===== src/rtl/fuzz_sig_pkg.sv =====
// fuzz_sig_pkg
// Shared types and constants for the fuzz output signature compactor.
//   sig_state_e  : controller states (IDLE, WARM, RUN, HOLD)
//   DEF_POLY     : default MISR feedback polynomial (CRC-32 polynomial)
//   DEF_SEED     : default signature value loaded at the start of a window
//   fold_words() : number of SIG_W-bit chunks needed to cover DATA_W bits
// Optional feature macro used by the top: FUZZ_SIG_XCHK_EN.
package fuzz_sig_pkg;

   typedef enum logic [1:0] {
      IDLE = 2'd0,
      WARM = 2'd1,
      RUN  = 2'd2,
      HOLD = 2'd3
   } sig_state_e;

   localparam logic [31:0] DEF_POLY = 32'h04C11DB7;
   localparam logic [31:0] DEF_SEED = 32'hFFFFFFFF;

   // ceil(data_w / sig_w); usable in parameter expressions.
   function automatic int fold_words(input int data_w, input int sig_w);
      return (data_w + sig_w - 1) / sig_w;
   endfunction

endpackage


===== src/rtl/fuzz_sig_fold.sv =====
// fuzz_sig_fold
// Purely combinational XOR fold of a DATA_W-bit bus into SIG_W bits.
// The bus is cut into SIG_W-bit chunks starting at bit 0; the top chunk is
// zero-padded, and all chunks are XORed together.
// Ports:
//   data_in  in  DATA_W  bus to be folded
//   fold     out SIG_W   XOR of all chunks
import fuzz_sig_pkg::*;

module fuzz_sig_fold #(
   parameter int DATA_W = 330,
   parameter int SIG_W  = 32
) (
   input  logic [DATA_W-1:0] data_in,
   output logic [SIG_W-1:0]  fold
);

   localparam int NW    = fold_words(DATA_W, SIG_W);
   localparam int PAD_W = NW * SIG_W;

   logic [PAD_W-1:0] padded;
   logic [SIG_W-1:0] chunk [NW];

   // Zero-extend to a whole number of chunks so the top chunk is padded.
   always_comb begin
      padded               = '0;
      padded[DATA_W-1:0]   = data_in;
   end

   genvar gi;
   generate
      for (gi = 0; gi < NW; gi++) begin : g_chunk
         assign chunk[gi] = padded[gi*SIG_W +: SIG_W];
      end
   endgenerate

   always_comb begin
      fold = '0;
      for (int k = 0; k < NW; k++) begin
         fold = fold ^ chunk[k];
      end
   end

endmodule


===== src/rtl/fuzz_sig_compactor.sv =====
// fuzz_sig_compactor
// Samples the fuzz DUT's flattened output bus every clock of a capture window
// (after a WARMUP-cycle discard period) and compresses it into a MISR
// signature, which is then offered over a valid/ready handshake together with
// the number of samples folded.
// Ports:
//   clk         in  1       single clock, rising edge
//   rst_n       in  1       asynchronous active-low reset
//   start       in  1       begin a capture window (accepted only in IDLE)
//   window      in  CNT_W   samples to fold, latched with start
//   data_in     in  DATA_W  observed DUT output bus
//   sig_valid   out 1       signature available (HOLD)
//   sig_ready   in  1       consumer accepts the signature
//   sig_out     out SIG_W   signature
//   sig_cycles  out CNT_W   samples folded
//   busy        out 1       registered, high in WARM or RUN
//   x_seen      out 1       sticky unknown-bit flag
// Configuration macro: FUZZ_SIG_XCHK_EN enables the X/Z check behind x_seen;
// without it x_seen is constant 0. Signatures are identical either way.
import fuzz_sig_pkg::*;

module fuzz_sig_compactor #(
   parameter int              DATA_W = 330,
   parameter int              SIG_W  = 32,
   parameter logic [SIG_W-1:0] POLY  = DEF_POLY,
   parameter logic [SIG_W-1:0] SEED  = DEF_SEED,
   parameter int unsigned     WARMUP = 2,
   parameter int              CNT_W  = 16
) (
   input  logic              clk,
   input  logic              rst_n,
   input  logic              start,
   input  logic [CNT_W-1:0]  window,
   input  logic [DATA_W-1:0] data_in,
   output logic              sig_valid,
   input  logic              sig_ready,
   output logic [SIG_W-1:0]  sig_out,
   output logic [CNT_W-1:0]  sig_cycles,
   output logic              busy,
   output logic              x_seen
);

   // Warm-up counter runs 0 .. WARMUP-1; sized to hold at least one bit.
   localparam int          WARM_W    = (WARMUP > 1) ? $clog2(WARMUP) : 1;
   localparam int unsigned WARM_LAST = (WARMUP > 0) ? WARMUP - 1 : 0;

   sig_state_e          state_reg, state_next;
   logic [CNT_W-1:0]    window_reg;
   logic [CNT_W-1:0]    count_reg;
   logic [CNT_W-1:0]    count_inc;
   logic [SIG_W-1:0]    sig_reg;
   logic [SIG_W-1:0]    sig_step;
   logic [SIG_W-1:0]    fold;
   logic [WARM_W-1:0]   warm_cnt_reg;
   logic                busy_reg;
   logic                start_ok;

   fuzz_sig_fold #(
      .DATA_W (DATA_W),
      .SIG_W  (SIG_W)
   ) u_fold (
      .data_in (data_in),
      .fold    (fold)
   );

   // start is only honoured in IDLE; in particular it is dropped in the
   // HOLD transfer cycle, so the earliest restart is the cycle after.
   assign start_ok = (state_reg == IDLE) && start;

   // Saturating sample count; a window can never exceed the saturation
   // value, so saturation never hides the end-of-window match.
   assign count_inc = (count_reg == {CNT_W{1'b1}}) ? count_reg
                                                   : count_reg + CNT_W'(1);

   assign sig_step = {sig_reg[SIG_W-2:0], 1'b0}
                   ^ (sig_reg[SIG_W-1] ? POLY : {SIG_W{1'b0}})
                   ^ fold;

   // ---------------- state register and datapath ----------------
   always_ff @(posedge clk or negedge rst_n) begin
      if (!rst_n) begin
         state_reg    <= IDLE;
         window_reg   <= '0;
         count_reg    <= '0;
         sig_reg      <= SEED;
         warm_cnt_reg <= '0;
         busy_reg     <= 1'b0;
      end else begin
         state_reg <= state_next;
         busy_reg  <= (state_next == WARM) || (state_next == RUN);
         case (state_reg)
            IDLE: begin
               if (start) begin
                  window_reg   <= window;
                  count_reg    <= '0;
                  sig_reg      <= SEED;
                  warm_cnt_reg <= '0;
               end
            end
            WARM: begin
               warm_cnt_reg <= warm_cnt_reg + WARM_W'(1);
            end
            RUN: begin
               sig_reg   <= sig_step;
               count_reg <= count_inc;
            end
            default: ;
         endcase
      end
   end

   // ---------------- next-state logic ----------------
   always_comb begin
      state_next = state_reg;
      case (state_reg)
         IDLE: begin
            if (start_ok) begin
               if (window == '0)
                  state_next = HOLD;
               else if (WARMUP > 0)
                  state_next = WARM;
               else
                  state_next = RUN;
            end
         end
         WARM: begin
            if (warm_cnt_reg == WARM_W'(WARM_LAST))
               state_next = RUN;
         end
         RUN: begin
            // count_inc is the count after this edge's sample.
            if (count_inc == window_reg)
               state_next = HOLD;
         end
         HOLD: begin
            if (sig_ready)
               state_next = IDLE;
         end
         default: state_next = IDLE;
      endcase
   end

   // ---------------- outputs ----------------
   always_comb begin
      sig_valid  = (state_reg == HOLD);
      sig_out    = sig_reg;
      sig_cycles = count_reg;
      busy       = busy_reg;
   end

`ifdef FUZZ_SIG_XCHK_EN
   logic x_seen_reg;

   // Observation-only: the fold keeps using the raw value.
   always_ff @(posedge clk or negedge rst_n) begin
      if (!rst_n)
         x_seen_reg <= 1'b0;
      else if (start_ok)
         x_seen_reg <= 1'b0;
      else if ((state_reg == RUN) && $isunknown(data_in))
         x_seen_reg <= 1'b1;
   end

   assign x_seen = x_seen_reg;
`else
   assign x_seen = 1'b0;
`endif

endmodule


===== config.mk =====
export PLATFORM = sky130hd
export DESIGN_NAME = fuzz_sig_compactor
export DESIGN_NICKNAME = d
export VERILOG_FILES = /design/src/rtl/fuzz_sig_pkg.sv /design/src/rtl/fuzz_sig_fold.sv /design/src/rtl/fuzz_sig_compactor.sv
export SDC_FILE = /design/constraint.sdc
export NUM_CORES = 1
export LEC_CHECK = 0
export CORE_AREA = 5 5 152 154
export CTS_BUF_LIST = sky130_fd_sc_hd__clkbuf_8
export DETAILED_ROUTE_END_ITERATION = 10
export DIE_AREA = 0 0 157 159
export PLACE_DENSITY = 0.68
export SETUP_SLACK_MARGIN = 0.5
export SYNTH_ARGS = -nofsm -noshare
export SYNTH_HDL_FRONTEND = slang
export SYNTH_SLANG_ARGS = --single-unit

===== constraint.sdc =====
create_clock -name clk -period 6.8 [get_ports clk]
set_clock_uncertainty 0.2 [all_clocks]
set_input_delay 1.36 -clock clk [delete_from_list [all_inputs] [get_ports clk]]
set_output_delay 1.36 -clock clk [all_outputs]
set_load 0.1 [all_outputs]

# Word-level counts from Yosys, hierarchy flattened

Cells that the tools add are included.

Memory bits (read-only): 0
Input bits: 350
Bits in registers: 68
Bits in latches: 0
RAM bits: 0
Logic and storage cells: 51
Output and inout bits: 51
Memories: 0

Add/sub/neg operators: 2
Bitwise operators: 12
Equal/unequal tests: 8
Divide/modulo/power cells: 0
Multiplexer cells: 14
Shifts and indexed selects: 0
Reduce and logical (&&, ||, !) cells: 9
Multiply operators: 0
Order comparisons: 0

Operator list:

| operator                                            | number |
|---|---|
| bitwise XOR 32 bit                                  | 10 |
| case mux 32 bit (2 select lines)                    | 1 |
| two-way mux 16 bit                                  | 2 |
| two-way mux 32 bit                                  | 1 |
| case mux 16 bit (2 select lines)                    | 1 |
| bitwise XOR 32 x 10 -> 32 bit                       | 1 |
| bitwise XOR 32 x 27 -> 32 bit                       | 1 |
| two-way mux 27 bit                                  | 1 |
| adder 16 x 1 -> 16 bit, second input constant       | 1 |
| equality test 16 bit                                | 1 |
| equality test 16 bit, second input constant         | 1 |
| logical NOT 16 bit                                  | 1 |
| two-way mux 2 bit                                   | 5 |
| case mux 2 bit (4 select lines)                     | 1 |
| equality test 2 bit, second input constant          | 3 |
| AND reduction 2 bit                                 | 3 |
| equality test 2 x 1 -> 1 bit, second input constant | 2 |
| nonzero test 2 bit                                  | 2 |
| logical NOT 2 bit                                   | 1 |
| inequality test 2 bit, second input constant        | 1 |
| case mux 1 bit (2 select lines)                     | 1 |
| adder 1 bit, second input constant                  | 1 |
| logical AND 1 bit                                   | 1 |
| logical OR 1 bit                                    | 1 |
| two-way mux 1 bit                                   | 1 |

# Longest topological paths before layout

Gate-level depths: netlist of the first run.

Word-level depth: 12
Gate-level depth with buffers: 9
Depth with buffers taken out: 8

# By module

Synthesis of the first run repeated with hierarchy kept, for this count alone.

Cells, all modules: 725
Area total of the unflattened synthesis: 7,049.3 µm²

Modules (own cells, without submodules):

| module             | cells an instance | seq. area each (µm²) | area an instance (µm²) | times used |
|---|---|---|---|---|
| fuzz_sig_compactor | 459               | 1,741.7              | 4,113.9                | 1 |
| fuzz_sig_fold      | 266               | 0.0                  | 2,935.3                | 1 |

# Worst setup path before layout of the first run

OpenSTA, ideal clock, no wires.

Path type: register -> register
Start: reg count_reg[7], in the netlist sig_cycles[7]
End: reg busy_reg, in the netlist busy
Setup time: 0.142 ns
Slack: 3.644 ns
Cell stages (with the launch flop): 10
Period minus slack after synthesis: 3.156 ns
Required time: 6.458 ns
Buffers on the path: 2
Data arrival time: 2.814 ns
Path through: dfrtp_1 buf_2 nand3_4 or3_1 buf_2 o2111ai_1 xnor2_1 o2111ai_1 nor4_1 a211oi_1

Cells in the longest elaborated chain, start to end: 7
Elaborated cells on any way between the ends: 9
Those cells by class: add/sub: 1; eq/ne: 4; mux: 3; reduce/logical: 1

Ends and longest elaborated chain:

| what                                                                       | line                                               | text |
|---|---|---|
| start: declaration                                                         | fuzz_sig_compactor.sv:49                           | `logic [CNT_W-1:0] count_reg;` |
| start signal: assignment                                                   | fuzz_sig_compactor.sv:105                          | `count_reg <= count_inc;` |
| adder 16 x 1 -> 16 bit / equality test 16 bit (equally long branches)      | fuzz_sig_compactor.sv:73, fuzz_sig_compactor.sv:72 |  |
| two-way mux 16 bit (*)                                                     | fuzz_sig_compactor.sv:72                           | `assign count_inc = (count_reg == {CNT_W{1'b1}}) ? count_reg` |
| equality test 16 bit (*)                                                   | fuzz_sig_compactor.sv:132                          | `if (count_inc == window_reg)` |
| two-way mux 2 bit (*)                                                      | fuzz_sig_compactor.sv:132                          |  |
| case mux 2 bit (4 select lines) (*)                                        | fuzz_sig_compactor.sv:115                          | `case (state_reg)` |
| equality test 2 x 1 -> 1 bit / equality test 2 bit (equally long branches) | fuzz_sig_compactor.sv:90                           | `busy_reg <= (state_next == WARM) \|\| (state_next == RUN);` |
| logical OR 1 bit (*)                                                       | fuzz_sig_compactor.sv:90                           |  |
| end signal: assignment                                                     | fuzz_sig_compactor.sv:90                           |  |
| end: declaration                                                           | fuzz_sig_compactor.sv:55                           | `logic busy_reg;` |

Every way passes the cells marked *; elsewhere a longest branch is shown, timed or not.
A chain may end at the register's enable or synchronous reset.

# Worst setup path after layout of the first run

Start: reg sig_reg[31], in the netlist sig_out[31]
End: out sig_out[31]

RTL lines:

| what                     | line                      | text |
|---|---|---|
| start: declaration       | fuzz_sig_compactor.sv:51  | `logic [SIG_W-1:0] sig_reg;` |
| start signal: assignment | fuzz_sig_compactor.sv:104 | `sig_reg <= sig_step;` |
| end: declaration         | fuzz_sig_compactor.sv:37  | `output logic [SIG_W-1:0] sig_out,` |

No word-level cell between the ends.

==> results.md, run 1 <==
- The flow ran to the end, and the final reports show no timing, DRC or antenna violations.
- The largest stage delay on the critical path is 1.29 ns.
- Using the TritonRoute via totals, the vias-per-cell ratio works out to 4.55.
- The first global-routing pass estimated 37,200 µm of wire.
- The tool flagged a number of max-cap violations equal to 0.
- The library cells used most frequently in the layout, excluding fill and tap cells, are sky130_fd_sc_hd__clkdlybuf4s50_1 (398), sky130_fd_sc_hd__xnor2_1 (319), sky130_fd_sc_hd__o21ai_0 (79).
- The slowest stage of the critical path belongs to the cell sky130_fd_sc_hd__clkdlybuf4s50_1.
- The cell family contributing the most delay on the critical path is buffers and inverters.
- The total number of yosys warnings is 0.
- At the end of the flow the core is filled with cells to 51.2%.
- Walking the worst path, the cells encountered are clkdlybuf4s50_1.
- In this run the static leakage power is 3.80 nW.
- The standard cell core area is 21,600 µm².
- Clock tree synthesis selected as its root buffer the cell sky130_fd_sc_hd__clkbuf_8.
- The final-stage net count is 1,443.
- Clock-pin slew was measured on the worst setup and hold paths at 0.08 ns.
- After layout, the design draws a total of 0.00413 W.
- During I/O placement, the number of pins put on the boundary was 401.
- The per-cell routed wire length is 18.1 µm.
- STA classifies the critical path endpoint as an output port.
- When the netlist entered floorplanning its net count stood at 1,058.
- The first TritonRoute pass finished after 4 iterations.
- The number of setup buffers added after CTS is 0.
- The total negative slack for setup checks is 0 ns.
- The primary flip-flop cell chosen by synthesis mapping is sky130_fd_sc_hd__dfrtp_1.
- The cell area that synthesis handed to floorplanning was 6580 µm².
- After synthesis, flip-flops and latches occupy 26.5% of the total area.
- In this run, distinct cell masters in the synthesized netlist total 55.
- The maximum number of pins on one net before global-route repair is 75.
- The number of clock buffers added by TritonCTS is 9.
- The number of buffers added on ports is 399.
- STA classifies the critical path startpoint as a flop.
- The final estimated routing congestion in global placement is 0.884.
- Power spread over the standard cell area amounts to 374 nW/µm².
- The worst-skew pair later-pin latency is 0.36 ns.
- The global route total overflow is 0.
- The initialized floorplan defines 54 standard-cell rows.
- The final layout contains routed wiring with a total length of 25,000 µm.
- The final critical path time including I/O delays and setup is 4.09 ns.
- In the routed design, unresolved DRC markers number 0.
- The number of flip-flops and latches in the synthesized netlist is 68.
- The clock sink count is 68.
- The die is 159 µm tall.
- The maximum root-to-sink buffer count is 2.
- For the worst setup path, the data required time is 5.24 ns.
- The H-tree was split into 3 levels.
- The worst hold path belongs to the class flop to flop.
- The number of antenna violations at the first check in global routing was 7.
- The number of enable-type register cells in the synthesized netlist is 0.
- The number of hold buffers added after CTS was 0.
- The die covers 25,000 µm².
- The number of gates resized after CTS was 0.
- The highest fanout seen on the critical path is 16.
- Hold is met by 0.336 ns.
- In this run the tightest slew margin relative to its limit is 27.0%.
- The total half-perimeter wirelength after legalization and detailed placement is 21,300 µm.
- The TritonCTS clock tree is yes.
- The critical path is of the flop to output port type.
- The number of pins with negative max-slew slack in the final report came to 0.
- The remaining antenna violation count after routing is 0.
- The via total after detailed routing is 6,283.
- The number of DRC violations after detailed-routing iteration 0 is 259.
- The overall fraction of global-route tracks in use is 19.4%.
- Counting both buffers and inverters, the worst setup path holds a total of 1.
- For this run, the top clock speed supported by timing is 0.244 GHz.
- Setup repair after global routing left no endpoint under its margin.
- The die is 157 µm wide.
- The via count of the first global-routing pass is 6,556.
- The synthesis-to-layout area growth is 67.7%.
- In the synthesized netlist the async set-or-reset flop fraction comes to 100%.
- The gate count after technology mapping is 707.
- The data arrival time at the worst-slack endpoint is 2.53 ns.
- Setup violations remaining at the end of the flow were counted as 0.
- For this configuration, the core starts out at a cell density of 30.5%.
- The most frequent standard cell in the layout excluding fill and tap cells is sky130_fd_sc_hd__clkdlybuf4s50_1.
- The number of hold violations in the final report is 0.
- After layout, the worst path uses 60.2% of the clock period.
- The transition time at the pin with the least slew margin is 1.09 ns.
- The worst ir drop on vdd is 0.000244 V.
- The share of cells above drive strength 1 is 7.02%.
- The number of flip-flops under the largest register name is 32.
- After synthesis, the mean cell area works out to 9.31 µm².
==> cells by family after synthesis <==
logic type,after synthesis,share of synthesized area [%]
xor+xnor,356,47.4
flops,68,26.5
compound gates,127,11.5
simple gates,102,8.70
other cells,1,0.0570
fa+ha+maj,1,0.190
buf+inv,29,1.94
mux,23,3.84
==> cells in the mapped netlist (5+ instances only) <==
master / number / area (µm²)
sky130_fd_sc_hd__mux2i_1: 5 / 50.1
sky130_fd_sc_hd__xor2_1: 37 / 324
sky130_fd_sc_hd__xnor2_1: 319 / 2790
sky130_fd_sc_hd__mux2_2: 18 / 203
sky130_fd_sc_hd__and3_1: 8 / 50.1
sky130_fd_sc_hd__nand3_1: 8 / 40.0
sky130_fd_sc_hd__nor4_1: 5 / 31.3
sky130_fd_sc_hd__o21ai_0: 79 / 395
sky130_fd_sc_hd__nand2_1: 22 / 82.6
sky130_fd_sc_hd__a21oi_1: 12 / 60.1
sky130_fd_sc_hd__dfstp_2: 32 / 841
sky130_fd_sc_hd__buf_2: 9 / 45.0
sky130_fd_sc_hd__clkbuf_1: 18 / 67.6
sky130_fd_sc_hd__a311oi_1: 5 / 43.8
sky130_fd_sc_hd__nor2_1: 25 / 93.8
sky130_fd_sc_hd__dfrtp_1: 36 / 901
sky130_fd_sc_hd__nor3_1: 5 / 25.0
==> power breakdown <==
part           leakage, nW  internal, W  switching [W]
clock                0.109     0.000176       0.000166
sequential           0.791     0.000669       0.000239
combinational         2.90      0.00116        0.00173
total                 3.80      0.00200        0.00213
==> layout make-up <==
| type | instances | area, µm² |
|---|---|---|
| antenna | 4 | 10.0 |
| clock buffer | 10 | 138 |
| clock inverter | 6 | 56.3 |
| fill | 2054 | 10500 |
| multi-input combinational | 610 | 4720 |
| sequential | 68 | 1740 |
| tap | 280 | 350 |
| timing repair buffer | 403 | 4020 |
==> metrics by stage <==
step	setup slack (ns)	area [µm²]	cells
floorplan	3.64	6580	707
global placement	3.07	10800	1361
detailed placement	3.08	10800	1361
CTS	2.65	11000	1377
global route	2.64	11000	1381
finish	2.71	11000	1381
==> path summary, 6_finish.rpt <==
path / from / end / slack, ns / cells after the start
min reg2reg: window_reg[8] / window_reg[8] / 0.34 / 1
min: window_reg[8] / window_reg[8] / 0.34 / 1
max in group asynchronous: rst_n / window_reg[1] / 4.90 / 1
min in group asynchronous: rst_n / sig_cycles[2] / 0.94 / 1
max: sig_out[31] / sig_out[31] / 2.71 / 1
max reg2reg: sig_cycles[7] / busy / 3.78 / 7
==> routing by layer <==
layer / GRT usage, % / share of wire, %
met3: 5.35 / 6.8
met1: 21.8 / 38
met5: 0 / 0.19
met2: 35.4 / 53
met4: 5.80 / 2.5
Note: power is estimated with default switching activity, not from simulation.
==> run 2: changes to the inputs <==
CORE_AREA = 5 5 153 155   (was 5 5 152 154)
DIE_AREA = 0 0 158 160   (was 0 0 157 159)
clock period = 4 ns   (was 6.8 ns; I/O delays follow)
==> run 2 against run 1 <==
Effect of this change:
- register-to-register slack got worse by 2.6 ns
- die area increased by 1.3%
- clock-buffer cell count rose by 1
- combinational power rose by 70%
- hold slack worse by 0.010 ns
- critical endpoint is now sig_cycles[3]
- largest power group unchanged
==> results.md, run 2 (synthesis results as in run 1) <==
- The number of pins with negative max-slew slack in the final report came to 0.
- The sequential cells in the finished layout cover a total of 1740 µm².
- The run finished with clean final reports.
- Entering global routing, the biggest net connects 69 pins.
- The worst register-to-register path begins at sig_cycles[7].
- The final-stage net count is 1,443.
- The cell at the root of the clock tree is sky130_fd_sc_hd__clkbuf_8.
- In this run, the clock network consumes 8.4% of the power.
- Combinational cells account for 69.5% of the total power.
- The register with the most flip-flops in the layout has 32 of them.
- The library cells used most frequently in the layout, excluding fill and tap cells, are sky130_fd_sc_hd__clkdlybuf4s50_1 (376), sky130_fd_sc_hd__xnor2_1 (319), sky130_fd_sc_hd__o21ai_0 (79).
- The wire-length estimate of the detail-placed layout is 22,300 µm.
- The worst hold slack after final layout is 0.326 ns.
- The timing-limited maximum frequency is 0.316 GHz.
- The worst path needs 3.17 ns of the cycle, external delays included.
- The number of antenna violations at the first check in global routing is 4.
- The via count of the first global-routing pass is 6,734.
- In this run, the number of DRC markers left after iteration 0 of detailed routing was 249.
- Measured in cells, the most critical reg-to-reg path has a length of 7.
- Once the clock tree was built, the setup fixing pass inserted 0 buffers.
- The critical path in this run is classified as flop to output port.
- After detailed routing, the average wire length per cell comes to 18.5 µm.
- Summed over all cells, the static leakage comes to 3.83 nW.
- In the routed layout, each cell is associated on average with a via count of 4.62.
- Counting both buffers and inverters, the worst setup path holds a total of 1.
- At the end of routability-driven placement, the weighted congestion stood at 0.886.
- The final routed wirelength across all metal layers is 25,600 µm.
- The headroom to the max-slew limit is 31.9%.
- Leaving out fill and tap cells, the most frequent cell in the layout is sky130_fd_sc_hd__clkdlybuf4s50_1.
- The internal reg-to-reg setup slack is 1.17 ns.
- The reg-to-reg critical path endpoint is busy.
- For the pin with the worst max-slew slack, the measured transition is 1.02 ns.
- Sequential cells burn 22.1% of the power.
- The initial cell density of the core is 30.4%.
- After layout, the worst setup slack is 0.834 ns.
- Input and output buffers added on the ports amount to 399.
- Cell internal power was estimated by the tool at 0.00339 W.
- The fraction of the cycle the final worst path needs is 79.1%.
- After floorplanning, the core was divided into 54 placement rows.
- The number of hold violations in the final report is 0.
- The standard cell core area is 21,700 µm².
- STA classifies the critical path endpoint as an output port.
- After clock tree synthesis, the clock-pin slew on the worst setup and hold paths is 0.08 ns.
- The largest stage delay on the critical path is 1.22 ns.
- The fraction of power spent switching nets is 51.8%.
- In this run, post-CTS hold repair placed 0 buffers.
- The wire length of the first global-routing pass is 37,900 µm.
- Adding up every negative setup slack in the final design gives 0 ns.
- The TritonCTS clock tree is yes.
- The via total after detailed routing is 6,367.
- VDD sags by at most 0.000341 V.
- At the end of the flow the core is filled with cells to 50.7%.
- Summing internal, switching and leakage power gives 0.00704 W.
- The first detailed-routing pass took 5 iterations.
- OpenSTA, run right after detailed placement, puts the worst setup slack at 0.984 ns.
- For this run the aggregate overflow at the end of global routing stands at 0.
- The critical-path cell with the highest stage delay is sky130_fd_sc_hd__clkdlybuf4s50_1.
- The type of the worst min-delay path is input port to asynchronous set/reset pin.
- In this design, the largest share of critical-path delay is due to buffers and inverters.
- Cells with a size suffix above 1 make up 9.12% of the layout.
- STA puts the critical path data required time at 3.00 ns.
- Setup repair after global routing left no endpoint under its margin.
- The total I/O pin count is 401.
- The die outline area is 25,300 µm².
- For this run, design rule violations remaining after detail routing come to 0.
- The layout has 2,093 filler cells.
- The overall die width is 158 µm.
- Buffers inserted during clock tree synthesis total 9.
- The critical path goes through clkdlybuf4s50_1.
- The area of combinational cells with multiple inputs is 4720 µm².
- The worst-skew pair later-pin latency is 0.37 ns.
- The remaining antenna violation count after routing is 0.
- Max-cap violations in this run came to 0.
- The die is 160 µm tall.
- The post-cts resize count is 0.
- The data arrival time at the worst-slack endpoint is 2.17 ns.
- The startpoint kind of the worst setup timing path is a flop.
- The power density of the placed cells is 641 nW/µm².
- The setup violation total in the final timing report is 0.
- In this run the worst path has a maximum fanout of 11.
- The switching component of the power is 0.00365 W.
- For this run, the total global-route usage over all layers was measured as 19.7%.
- The H-tree depth reported by CTS is 3.
- The clock sink count is 68.
- Relative to the synthesized area, the layout overhead comes to 66.9%.
- The clock passes through at most 2 buffers.
-- run 2: worst max path at each step --
stage                             start       endpoint  slack [ns]  cells after the start
after CTS                 sig_cycles[4]  sig_cycles[4]        0.81                      1
final                     sig_cycles[3]  sig_cycles[3]        0.83                      1
after detailed placement          start  sig_cycles[0]        0.98                      6
after floorplan           sig_cycles[7]           busy        0.84                      9
after global placement            start  sig_cycles[0]        1.04                      6
after global routing      sig_cycles[3]  sig_cycles[3]        0.75                      1
-- run 2: routing by layer --
layer | up-vias | wire length, µm | track usage [%]
met5 | - | 27 | 0
met4 | 4 | 742 | 6.17
li1 | 3142 | - | -
met1 | 2913 | 9020 | 21.5
met2 | 262 | 13800 | 36.0
met3 | 46 | 2010 | 5.76
-- run 2: final cells by class --
type | instances | area share, %
diodes | 2 | 0.0455
clock inverters | 5 | 0.467
flip-flops and latches | 68 | 15.9
well taps | 280 | 3.19
repair buffers | 403 | 36.1
multi-input cells | 610 | 43.0
clock buffers | 11 | 1.38
-- run 2: power groups by stage --
stage                     logic, W  registers, W  clock network (W)
after CTS                  0.00496       0.00156           0.000615
after global routing       0.00522       0.00161           0.000644
after floorplan            0.00232       0.00285                  0
after global placement     0.00489       0.00156                  0
after detailed placement   0.00494       0.00156                  0
final                      0.00489       0.00155           0.000593
-- run 2: through the flow --
stage | cells | instance area (µm²)
finish | 1379 | 11000
global route | 1379 | 11000
CTS | 1377 | 11000
detailed placement | 1361 | 10800
global placement | 1361 | 10800
floorplan | 707 | 6580
